**config.mk**
```make
export PLATFORM = sky130hd
export DESIGN_NAME = seg_scan_receiver
export DESIGN_NICKNAME = d
export VERILOG_FILES = /design/src/rtl/seg_scan_receiver.sv
export SDC_FILE = /design/constraint.sdc
export NUM_CORES = 1
export LEC_CHECK = 0
export ABC_AREA = 1
export CELL_PAD_IN_SITES_DETAIL_PLACEMENT = 0
export CELL_PAD_IN_SITES_GLOBAL_PLACEMENT = 1
export CORE_UTILIZATION = 41
export CTS_BUF_LIST = sky130_fd_sc_hd__clkbuf_16
export CTS_CLUSTER_SIZE = 28
export DETAILED_ROUTE_END_ITERATION = 6
export HOLD_SLACK_MARGIN = 0.06
export PLACE_DENSITY_LB_ADDON = 0.1
export SLEW_MARGIN = 20
export SYNTH_ARGS = -nofsm -noshare
export SYNTH_HDL_FRONTEND = slang
export SYNTH_SLANG_ARGS = --single-unit
export TNS_END_PERCENT = 20
```
**constraint.sdc**
```tcl
create_clock -name clk0 -period 2.05 [get_ports clk0]
set_input_delay 0.205 -clock clk0 [delete_from_list [all_inputs] [get_ports clk0]]
set_output_delay 0.205 -clock clk0 [all_outputs]
set_load 0.02 [all_outputs]
```
**src/rtl/seg_scan_receiver.sv**
```systemverilog
// seg_scan_receiver: rebuilds a 4-digit BCD frame from the multiplexed active-low seg/line/dp bus.
// Latency: a slot is captured 2+STABLE_CYC cycles after a bus change; the frame appears 1 cycle after the 4th slot.
// Backpressure: none; this is a passive monitor, and frame_valid/timeout are single-cycle pulses with no ready.
// Ports: clk0, reset_sw_n (async, active-low); seg[6:0] {g..a}, line[3:0], dp in (all active-low);
//        digits[15:0] {d3,d2,d1,d0}, dp_out[3:0], seg_err[3:0], frame_valid, stale, timeout out.
module seg_scan_receiver #(
  parameter int STABLE_CYC    = 4,
  parameter int FRAME_TIMEOUT = 1_000_000
) (
  input  logic        clk0,
  input  logic        reset_sw_n,
  input  logic [6:0]  seg,
  input  logic [3:0]  line,
  input  logic        dp,
  output logic [15:0] digits,
  output logic [3:0]  dp_out,
  output logic [3:0]  seg_err,
  output logic        frame_valid,
  output logic        stale,
  output logic        timeout
);
  localparam int            SW       = $clog2(STABLE_CYC + 1);
  localparam logic [SW-1:0] STB_LAST = SW'(STABLE_CYC - 1);
  localparam logic [19:0]   TMO_LAST = 20'(FRAME_TIMEOUT - 1);

  typedef enum logic {S_SETTLE, S_HELD} state_t;

  state_t        state_q, state_d;
  logic [11:0]   sync1_q, sync1_d, sync2_q, sync2_d, w_prev_q, w_prev_d;
  logic [SW-1:0] stab_q, stab_d;
  logic [3:0]    seen_q, seen_d;
  logic [19:0]   tmo_q, tmo_d;
  logic [15:0]   slot_dig_q, slot_dig_d;
  logic [3:0]    slot_dp_q, slot_dp_d, slot_err_q, slot_err_d;
  logic [15:0]   digits_q, digits_d;
  logic [3:0]    dp_out_q, dp_out_d, seg_err_q, seg_err_d;
  logic          frame_valid_q, frame_valid_d;
  logic          stale_q, stale_d, timeout_q, timeout_d;

  logic [3:0] line_act;
  logic [6:0] seg_lit;
  logic       line_ok, w_same, capture, frame_fire, tmo_fire;
  logic [3:0] dec_dig;
  logic       dec_err;

  // Synced bus word layout is {line[3:0], seg[6:0], dp}.
  always_comb begin
    line_act = ~sync2_q[11:8];
    seg_lit  = ~sync2_q[7:1];
    // exactly one line driven low
    line_ok  = (line_act != 4'd0) && ((line_act & (line_act - 4'd1)) == 4'd0);
    w_same   = (sync2_q == w_prev_q);
  end

  always_comb begin
    dec_dig = 4'hE;
    dec_err = 1'b0;
    case (seg_lit)
      7'h3F:        dec_dig = 4'd0;
      7'h06:        dec_dig = 4'd1;
      7'h5B:        dec_dig = 4'd2;
      7'h4F:        dec_dig = 4'd3;
      7'h66:        dec_dig = 4'd4;
      7'h6D:        dec_dig = 4'd5;
      7'h7D:        dec_dig = 4'd6;
      7'h07, 7'h27: dec_dig = 4'd7;   // both common renderings of 7
      7'h7F:        dec_dig = 4'd8;
      7'h6F:        dec_dig = 4'd9;
      7'h00:        dec_dig = 4'hF;   // blanked digit is legal
      default: begin
        dec_dig = 4'hE;
        dec_err = 1'b1;
      end
    endcase
  end

  always_comb begin
    sync1_d       = {line, seg, dp};
    sync2_d       = sync1_q;
    w_prev_d      = sync2_q;
    state_d       = state_q;
    stab_d        = stab_q;
    seen_d        = seen_q;
    tmo_d         = tmo_q;
    slot_dig_d    = slot_dig_q;
    slot_dp_d     = slot_dp_q;
    slot_err_d    = slot_err_q;
    digits_d      = digits_q;
    dp_out_d      = dp_out_q;
    seg_err_d     = seg_err_q;
    stale_d       = stale_q;
    frame_valid_d = 1'b0;
    timeout_d     = 1'b0;
    capture       = 1'b0;

    if (!w_same) begin
      stab_d = '0;
    end else if (stab_q != STB_LAST) begin
      stab_d = stab_q + SW'(1);
    end

    case (state_q)
      S_SETTLE: begin
        if (w_same && (stab_q == STB_LAST) && line_ok) begin
          capture = 1'b1;
          state_d = S_HELD;
        end
      end
      S_HELD: begin
        // one capture per stable period: wait for the bus to move again
        if (!w_same) state_d = S_SETTLE;
      end
      default: state_d = S_SETTLE;
    endcase

    // Frame completion outranks a coincident timeout.
    frame_fire = (seen_q == 4'hF);
    tmo_fire   = !frame_fire && (tmo_q == TMO_LAST);

    if (frame_fire) begin
      digits_d      = slot_dig_q;
      dp_out_d      = slot_dp_q;
      seg_err_d     = slot_err_q;
      frame_valid_d = 1'b1;
      stale_d       = 1'b0;
      seen_d        = 4'd0;
      tmo_d         = 20'd0;
    end else if (tmo_fire) begin
      timeout_d = 1'b1;
      stale_d   = 1'b1;
      seen_d    = 4'd0;
      tmo_d     = 20'd0;
    end else begin
      tmo_d = tmo_q + 20'd1;
    end

    // A capture landing on a clearing cycle still counts toward the next frame.
    if (capture) begin
      for (int i = 0; i < 4; i++) begin
        if (line_act[i]) begin
          slot_dig_d[i*4 +: 4] = dec_dig;
          slot_dp_d[i]         = ~sync2_q[0];
          slot_err_d[i]        = dec_err;
          seen_d[i]            = 1'b1;
        end
      end
    end
  end

  always_ff @(posedge clk0 or negedge reset_sw_n) begin
    if (!reset_sw_n) begin
      state_q       <= S_SETTLE;
      sync1_q       <= '1;
      sync2_q       <= '1;
      w_prev_q      <= '1;
      stab_q        <= '0;
      seen_q        <= 4'd0;
      tmo_q         <= 20'd0;
      slot_dig_q    <= 16'hFFFF;
      slot_dp_q     <= 4'd0;
      slot_err_q    <= 4'd0;
      digits_q      <= 16'hFFFF;
      dp_out_q      <= 4'd0;
      seg_err_q     <= 4'd0;
      frame_valid_q <= 1'b0;
      stale_q       <= 1'b1;
      timeout_q     <= 1'b0;
    end else begin
      state_q       <= state_d;
      sync1_q       <= sync1_d;
      sync2_q       <= sync2_d;
      w_prev_q      <= w_prev_d;
      stab_q        <= stab_d;
      seen_q        <= seen_d;
      tmo_q         <= tmo_d;
      slot_dig_q    <= slot_dig_d;
      slot_dp_q     <= slot_dp_d;
      slot_err_q    <= slot_err_d;
      digits_q      <= digits_d;
      dp_out_q      <= dp_out_d;
      seg_err_q     <= seg_err_d;
      frame_valid_q <= frame_valid_d;
      stale_q       <= stale_d;
      timeout_q     <= timeout_d;
    end
  end

  assign digits      = digits_q;
  assign dp_out      = dp_out_q;
  assign seg_err     = seg_err_q;
  assign frame_valid = frame_valid_q;
  assign stale       = stale_q;
  assign timeout     = timeout_q;
endmodule

```
==> results.yml, run 1 <==
clocking:
  clkTransAtPathRegs_ns: 0.05
  clkSinkCount: 115
  clk-insertion-delay-late_ns: 0.42
  root_buffer: "clkbuf_16"
  cts_tree: "yes"
  cts_max_level: 4
  cts_buffers: 17
  clockBufferDepth: 2
job:
  drv_cap: 0
worst_setup_path:
  r2r-end: "slot_err_q[2]"
  cp.arrival_ns: 2.22
  startpoint_type: "register"
  worstPathCellList: "ha_1, ha_1, inv_2, nor2_1, o211ai_1, nor2_2, nand4_1, nand2_1, nand2_1"
  path_class: "register to register"
  crit_path_end_kind: "register"
  required_ns: 2.36
  path_delay_family: "simple AND/OR/NAND/NOR gates"
  worstPathMaxFanout: 7
  reg2reg_slack_ns: 0.13
  crit_buf_inv: 1
  crit_start: "stab_q[0]"
  crit_slowest_cell: "dfrtp_1"
  slowest_delay_ns: 0.36
  r2r_start: "stab_q[0]"
  worst_r2r_path_depth: 9
global_route:
  track_usage: 0.185
  grt_max_degree: 46
  grt_pass1_vias: 3462
  grt_pass1_wl_mm: 16.5
  grt_overflow: 0
  grt_antenna_before_repair: 0
routing:
  drc: 0
  totalWireLength_mm: 9.46
  drt_first_pass_iters: 4
  antenna_left: 0
  via_count: 3508
  post_drt_wl_per_cell_microns: 12.4
  viasPerCell: 4.59
  dr.first_iter.drc_count: 159
floorplan:
  ios: 41
  core-area_sq_um: 11400
  die-width_microns: 110
  start_util: 0.421
  die_h_microns: 110
  std_cell_rows: 39
  die_area_sq_um: 12200
sta:
  tns_ns: 0
  holdWs_ns: 0.193
  slew_viol_final: 0
  finalCriticalPeriod_ns: 1.92
  worst_slew_pin_slew_ns: 0.495
  maxSlewHeadroom: 0.670
  fin_crit_sh: 0.936
  hold_viol: 0
  rsz0062_at_grt: "true"
  setup_violations: 0
  skew_ns: 0.00604
  clock.fmax_mhz: 521
placed_design:
  port_buffers: 40
  place_inst: 727
  gp_congestion: 0.798
  dpl.hpwl_mm: 6.57
layout:
  layout-drive-gt1-share: 0.205
  final_common_cell: "nand2_1"
  syn_to_final_growth_pct: 26.1
  layout_common_cells: "nand2_1, dfstp_2, nor2_1"
  nets: 625
  antenna_cells: 0
  layoutNonFillerInstCount: 764
power_and_ir_drop:
  cell_internal_pwr_mw: 4.17
  p_seq_frac: 0.449
  leakagePower_nw: 2.95
  power_switching_mw: 1.12
  p_comb_frac: 0.030
  swShare: 0.212
  peakVddDrop_mv: 0.561
  power_frac_clock: 0.521
  power_per_cell_area_nw_per_um2: 873
synth:
  syn-num-nets: 556
  synthesis.instances: 539
  ys.flop_type: "dfstp_2"
  synthArstFlopShare: 1.00
  syn_area_sq_um: 4800
  synth_seq_area_share: 0.617
  synth_cell_types: 28
  synth_edf_count: 0
  postSynthAreaPerCell_sq_um: 8.91
  ys_ff_latch: 115
  ys.warnings.count: 0
worst_hold_path:
  holdPathStages: 1
  worstHoldStart: "seg[0]"
  holdPathEnd: "sync1_q[1]"
  holdCritPathClass: "primary input to register"
status:
  status: "complete, no violations"
through the flow:
stage	total power [mW]	worst slack [ns]	area (sq um)	util
5_1_grt	5.52	-0.00905	6060	0.531
6_report	5.29	0.132	6060	0.531
3_3_place_gp	2.57	0.194	5450	0.477
2_1_floorplan	2.46	0.420	4800	-
3_5_place_dp	2.57	0.103	5450	0.477
4_1_cts	5.38	0.0900	6020	0.528
routing by layer:
| metal | routed length (microns) | GRT usage |
|---|---|---|
| met1 | 4920 | 0.256 |
| met2 | 4050 | 0.261 |
| met3 | 284 | 0.0564 |
| met4 | 207 | 0.0940 |
| met5 | 0 | 0 |
worst max-delay path by stage:
stage,end,slack (ns),cells past startpoint
6_report,slot_err_q[2],0.13,9
5_1_grt,slot_dig_q[12],-0.009,10
4_1_cts,slot_dp_q[1],0.09,9
3_5_place_dp,slot_dp_q[1],0.10,9
3_3_place_gp,slot_err_q[1],0.19,9
2_1_floorplan,slot_dp_q[0],0.42,9
power by group through the flow:
| stage | combinational [mW] | sequential (mW) | clock [mW] |
|---|---|---|---|
| 2_1_floorplan | 0.0644 | 2.40 | 0 |
| 3_5_place_dp | 0.161 | 2.41 | 0 |
| 5_1_grt | 0.185 | 2.38 | 2.95 |
| 4_1_cts | 0.164 | 2.37 | 2.85 |
| 3_3_place_gp | 0.160 | 2.41 | 0 |
| 6_report | 0.158 | 2.37 | 2.76 |
timing repair:
action                                  in CTS  in global routing
hold buffers                                 1                  0
endpoints found under the setup margin       0                 25
gates resized for setup                      0                  2
buffers inserted                             0                  4
hold endpoints to repair                     1                  0
flip-flops by register name, indices dropped and copies added, names as in the netlist, 3 cells and up:
| signal | count |
|---|---|
| tmo_q | 20 |
| sync1_q | 12 |
| w_prev_q | 12 |
| slot_dp_q | 4 |
| stab_q | 3 |
| digits | 16 |
| sync2_q | 12 |
| seg_err | 4 |
| slot_err_q | 4 |
| dp_out | 4 |
| slot_dig_q | 16 |
| seen_q | 4 |
synthesized netlist by cell type (4+ instances only):
| cell | n | area, sq um |
|---|---|---|
| xor2_1 | 5 | 43.8 |
| nand4_1 | 10 | 62.6 |
| dfrtp_1 | 46 | 1150 |
| inv_1 | 42 | 158 |
| nand2_1 | 250 | 938 |
| clkbuf_1 | 5 | 18.8 |
| nor2_4 | 6 | 67.6 |
| a21oi_1 | 4 | 20.0 |
| nand3_1 | 10 | 50.1 |
| dfstp_2 | 69 | 1810 |
| nor2_1 | 49 | 184 |
| xnor2_1 | 7 | 61.3 |
| nor3_1 | 13 | 65.1 |
logic make-up after synthesis:
kind of cell / synth area share
compound gates: 0.0107
simple gates: 0.303
buf+inv: 0.0398
xor+xnor: 0.0219
flops: 0.617
fa+ha+maj: 0.00781
area by class of cell:
| type | count | area [sq um] |
|---|---|---|
| clock buffers | 19 | 475 |
| clock inverters | 13 | 87.6 |
| well taps | 143 | 179 |
| inverters | 46 | 173 |
| fillers | 1086 | 5360 |
| multi-input cells | 373 | 1660 |
| flip-flops and latches | 115 | 2960 |
| repair buffers | 55 | 526 |
Power figures use the tool's default switching activity.
==> inputs of run 2 (changes only) <==
--- a/config.mk
+++ b/config.mk
@@ -8,7 +8,7 @@
 export ABC_AREA = 1
 export CELL_PAD_IN_SITES_DETAIL_PLACEMENT = 0
 export CELL_PAD_IN_SITES_GLOBAL_PLACEMENT = 1
-export CORE_UTILIZATION = 41
+export CORE_UTILIZATION = 30
 export CTS_BUF_LIST = sky130_fd_sc_hd__clkbuf_16
 export CTS_CLUSTER_SIZE = 28
 export DETAILED_ROUTE_END_ITERATION = 6
==> run 2 against run 1 <==
- utilization down 13 points
- clock skew down 0.00069 ns
- die area rose by 36%
- combinational power about the same
- non-clock buffer count down 1
- critical path depth did not move
- clock-buffer cell count down 1
- largest cell class unchanged
- worst hold slack improved by 0.0030 ns
- critical endpoint is now slot_err_q[3]
- register-to-register slack improved by 0.05 ns
==> results.yml, run 2 (synthesis results as in run 1) <==
sta:
  clock.fmax_mhz: 534
  tns_ns: 0
  setup_violations: 0
  fin_crit_sh: 0.913
  worst_slew_pin_slew_ns: 0.585
  slew_viol_final: 0
  finalCriticalPeriod_ns: 1.87
  rsz0062_at_grt: "true"
  maxSlewHeadroom: 0.610
  hold_viol: 0
  skew_ns: 0.00535
  timing.final.ws_setup_ns: 0.179
  holdWs_ns: 0.196
clocking:
  clkSinkCount: 115
  root_buffer: "clkbuf_16"
  cts_resized: 0
  cts_max_level: 4
  clkTransAtPathRegs_ns: 0.05
  clk-insertion-delay-late_ns: 0.41
  clockBufferDepth: 2
  cts_tree: "yes"
  cts_buffers: 17
routing:
  dr.first_iter.drc_count: 196
  via_count: 3562
  viasPerCell: 4.29
  antenna_left: 0
  post_drt_wl_per_cell_microns: 12.5
  drt_first_pass_iters: 5
  drc: 0
  totalWireLength_mm: 10.4
floorplan:
  die-width_microns: 129
  die_h_microns: 129
  core-area_sq_um: 15400
  std_cell_rows: 45
  start_util: 0.311
  die_area_sq_um: 16500
  ios: 41
worst_setup_path:
  worstPathCellList: "ha_1, ha_1, inv_2, nor2_1, o211ai_1, nor2_2, nand4_1, nand2_1, nand2_1"
  crit_buf_inv: 1
  path_class: "register to register"
  slowest_delay_ns: 0.36
  path_delay_family: "simple AND/OR/NAND/NOR gates"
  crit_slowest_cell: "dfrtp_1"
  cp.arrival_ns: 2.17
  crit_path_end_kind: "register"
  required_ns: 2.35
  startpoint_type: "register"
  reg2reg_slack_ns: 0.18
  worstPathMaxFanout: 7
global_route:
  grt_antenna_before_repair: 0
  grt_pass1_wl_mm: 18.1
  track_usage: 0.145
  grt_max_degree: 44
  grt_pass1_vias: 3666
  grt_overflow: 0
layout:
  final_common_cell: "nand2_1"
  layout_common_cells: "nand2_1, dfstp_2, nor2_1"
  layout-drive-gt1-share: 0.205
  layoutNonFillerInstCount: 831
  top_register: "tmo_q"
  nets: 624
  syn_to_final_growth_pct: 28.0
  largest_register_ffs: 20
  antenna_cells: 0
  final_area_sq_um: 6150
  fin_util: 0.399
job:
  drv_cap: 0
power_and_ir_drop:
  leakagePower_nw: 2.94
  power.total_mw: 5.45
  power_per_cell_area_nw_per_um2: 886
  peakVddDrop_mv: 0.480
placed_design:
  port_buffers: 40
  dpl.hpwl_mm: 7.19
  gp_congestion: 0.765
  dp_slack_ns: 0.123
  place_inst: 796
  placed_area_sq_um: 5540
status:
  status: "complete, no violations"
worst_hold_path:
  holdCritPathClass: "primary input to register"
[run 2: changes by cell type in the layout (fill, tap and decap cells not counted), sizes merged]
cell	delta
clkinvlp	+2
clkinv	-1
clkbuf	-1
buf	-1
inv	-1
bufinv	+1
[run 2: report_power, final]
part / total (mW) / internal (mW) / leakage [nW] / switching, mW
Combinational: 0.160 / 0.0570 / 1.32 / 0.103
Sequential: 2.37 / 2.34 / 1.35 / 0.0317
Clock: 2.92 / 1.84 / 0.274 / 1.08
[run 2: final timing paths]
path / startpoint / end / cells after the start
worst max-delay path: stab_q[0] / slot_err_q[3] / 9
worst min-delay path: line[2] / sync1_q[10] / 1
worst max register to register: stab_q[0] / slot_err_q[3] / 9
worst min register to register: sync1_q[10] / sync2_q[10] / 0
max in group asynchronous: reset_sw_n / sync1_q[2] / 3
min in group asynchronous: reset_sw_n / tmo_q[3] / 2
[run 2: per-layer routing]
layer  part of all wire  up-vias  global-route usage
met5                  0        -                   0
met4              0.017        0              0.0692
met3              0.033       15              0.0412
met2               0.43       54               0.220
met1               0.52     1690               0.192
li1                   -     1803                   -
[run 2: timing repair]
item / CTS / global route
setup endpoints to repair: 0 / 15
hold buffers: 1 / 0
hold endpoints to repair: 18 / 0
setup buffers: 0 / 2
[run 2: layout make-up]
class                           instances  area (sq um)
Fill cell                            1593          9280
Sequential cell                       115          2960
Multi-Input combinational cell        373          1650
Timing Repair Buffer                   54           518
Clock buffer                           18           450
Tap cell                              211           264
Inverter                               46           173
Clock inverter                         14           134
==> inputs of run 3 (changes only) <==
--- a/config.mk
+++ b/config.mk
@@ -14,6 +14,7 @@
 export DETAILED_ROUTE_END_ITERATION = 6
 export HOLD_SLACK_MARGIN = 0.06
 export PLACE_DENSITY_LB_ADDON = 0.1
+export SKIP_LAST_GASP = 1
 export SLEW_MARGIN = 20
 export SYNTH_ARGS = -nofsm -noshare
 export SYNTH_HDL_FRONTEND = slang
==> run 3 against run 2 <==
- clock-buffer cell count unchanged
- first-iteration DRC count unchanged
- power unchanged
- global-route usage unchanged
- sequential share of layout area unchanged
- flip-flop and latch count unchanged
- clock skew unchanged
- non-clock buffer count unchanged
- worst hold slack unchanged
- routed wire length unchanged
==> results.yml, run 3 (synthesis results as in run 1) <==
worst_setup_path:
  crit_path_end_kind: "register"
  required_ns: 2.35
  path_delay_family: "simple AND/OR/NAND/NOR gates"
  crit_buf_inv: 1
  cp.arrival_ns: 2.17
  reg2reg_slack_ns: 0.18
  crit_slowest_cell: "dfrtp_1"
  worstPathCellList: "ha_1, ha_1, inv_2, nor2_1, o211ai_1, nor2_2, nand4_1, nand2_1, nand2_1"
  r2r-end: "slot_err_q[3]"
  r2r_start: "stab_q[0]"
  worst_r2r_path_depth: 9
  worstPathMaxFanout: 7
  slowest_delay_ns: 0.36
  path_class: "register to register"
  startpoint_type: "register"
layout:
  layout-drive-gt1-share: 0.205
  final_area_sq_um: 6150
  antenna_cells: 0
  layout_common_cells: "nand2_1, dfstp_2, nor2_1"
  nets: 624
  layoutNonFillerInstCount: 831
  largest_register_ffs: 20
  final_common_cell: "nand2_1"
  top_register: "tmo_q"
  fin_util: 0.399
  syn_to_final_growth_pct: 28.0
floorplan:
  die-width_microns: 129
  core-area_sq_um: 15400
  std_cell_rows: 45
  die_area_sq_um: 16500
  die_h_microns: 129
  start_util: 0.311
  ios: 41
sta:
  rsz0062_at_grt: "true"
  fin_crit_sh: 0.913
  holdWs_ns: 0.196
  slew_viol_final: 0
  skew_ns: 0.00535
  maxSlewHeadroom: 0.610
  setup_violations: 0
  clock.fmax_mhz: 534
  finalCriticalPeriod_ns: 1.87
  hold_viol: 0
  tns_ns: 0
  worst_slew_pin_slew_ns: 0.585
clocking:
  root_buffer: "clkbuf_16"
  clkTransAtPathRegs_ns: 0.05
  clkSinkCount: 115
  cts_max_level: 4
  clk-insertion-delay-late_ns: 0.41
  clockBufferDepth: 2
  cts_buffers: 17
  cts_tree: "yes"
placed_design:
  port_buffers: 40
  gp_congestion: 0.765
  placed_area_sq_um: 5540
  dpl.hpwl_mm: 7.19
  place_inst: 796
global_route:
  grt_pass1_wl_mm: 18.1
  grt_antenna_before_repair: 0
  grt_overflow: 0
  track_usage: 0.145
  grt_max_degree: 44
  grt_pass1_vias: 3666
power_and_ir_drop:
  power_per_cell_area_nw_per_um2: 886
  leakagePower_nw: 2.94
  peakVddDrop_mv: 0.480
worst_hold_path:
  holdPathStages: 1
  holdPathEnd: "sync1_q[10]"
  holdCritPathClass: "primary input to register"
  worstHoldStart: "line[2]"
routing:
  drc: 0
  totalWireLength_mm: 10.4
  via_count: 3562
  dr.first_iter.drc_count: 196
  viasPerCell: 4.29
  antenna_left: 0
  drt_first_pass_iters: 5
  post_drt_wl_per_cell_microns: 12.5
job:
  drv_cap: 0
status:
  status: "complete, no violations"
## run 3: cell counts in the layout (fill, tap and decap cells not counted)
No cell type changed its count.
## run 3: power breakdown
group | internal [mW] | total (mW) | switching (mW) | leakage [nW]
sequential | 2.34 | 2.37 | 0.0317 | 1.35
clock | 1.84 | 2.92 | 1.08 | 0.274
combinational | 0.0570 | 0.160 | 0.103 | 1.32
## run 3: cell type report
class	count	area [sq um]
clock buffers	18	450
multi-input cells	373	1650
inverters	46	173
well taps	211	264
clock inverters	14	134
repair buffers	54	518
flip-flops and latches	115	2960
fillers	1593	9280
## run 3: layer usage
layer | wire length, microns | share of wire | vias up | track usage
li1 | - | - | 1803 | -
met1 | 5360 | 0.52 | 1690 | 0.192
met2 | 4490 | 0.43 | 54 | 0.220
met3 | 346 | 0.033 | 15 | 0.0412
met4 | 181 | 0.017 | 0 | 0.0692
met5 | 0 | 0 | - | 0
## run 3: worst max-delay path by stage
stage,from,endpoint,slack (ns),depth (start not counted)
floorplan,stab_q[0],slot_dp_q[0],0.42,9
global placement,stab_q[0],slot_err_q[1],0.23,9
detailed placement,stab_q[0],slot_dp_q[2],0.12,9
CTS,stab_q[0],slot_dp_q[2],0.11,9
global route,stab_q[0],slot_err_q[3],-0.04,9
finish,stab_q[0],slot_err_q[3],0.18,9
## run 3: worst register-to-register path, cell delays in order, from the launching register on
cell and delay, ns:
dfrtp_1 0.36, ha_1 0.15, ha_1 0.25, inv_2 0.05
nor2_1 0.09, o211ai_1 0.10, nor2_2 0.24, nand4_1 0.32
nand2_1 0.14, nand2_1 0.06
## run 3: what timing repair did
item                                    in CTS  in global routing
resized for setup                            0                  0
hold buffers                                 1                  0
setup buffers                                0                  2
hold endpoints to repair                    18                  0
endpoints found under the setup margin       0                 15
## run 3: metrics by stage
step	worst slack (ns)	total power [mW]
floorplan	0.420	2.46
global placement	0.231	2.57
detailed placement	0.123	2.57
CTS	0.110	5.55
global route	-0.0350	5.67
finish	0.179	5.45
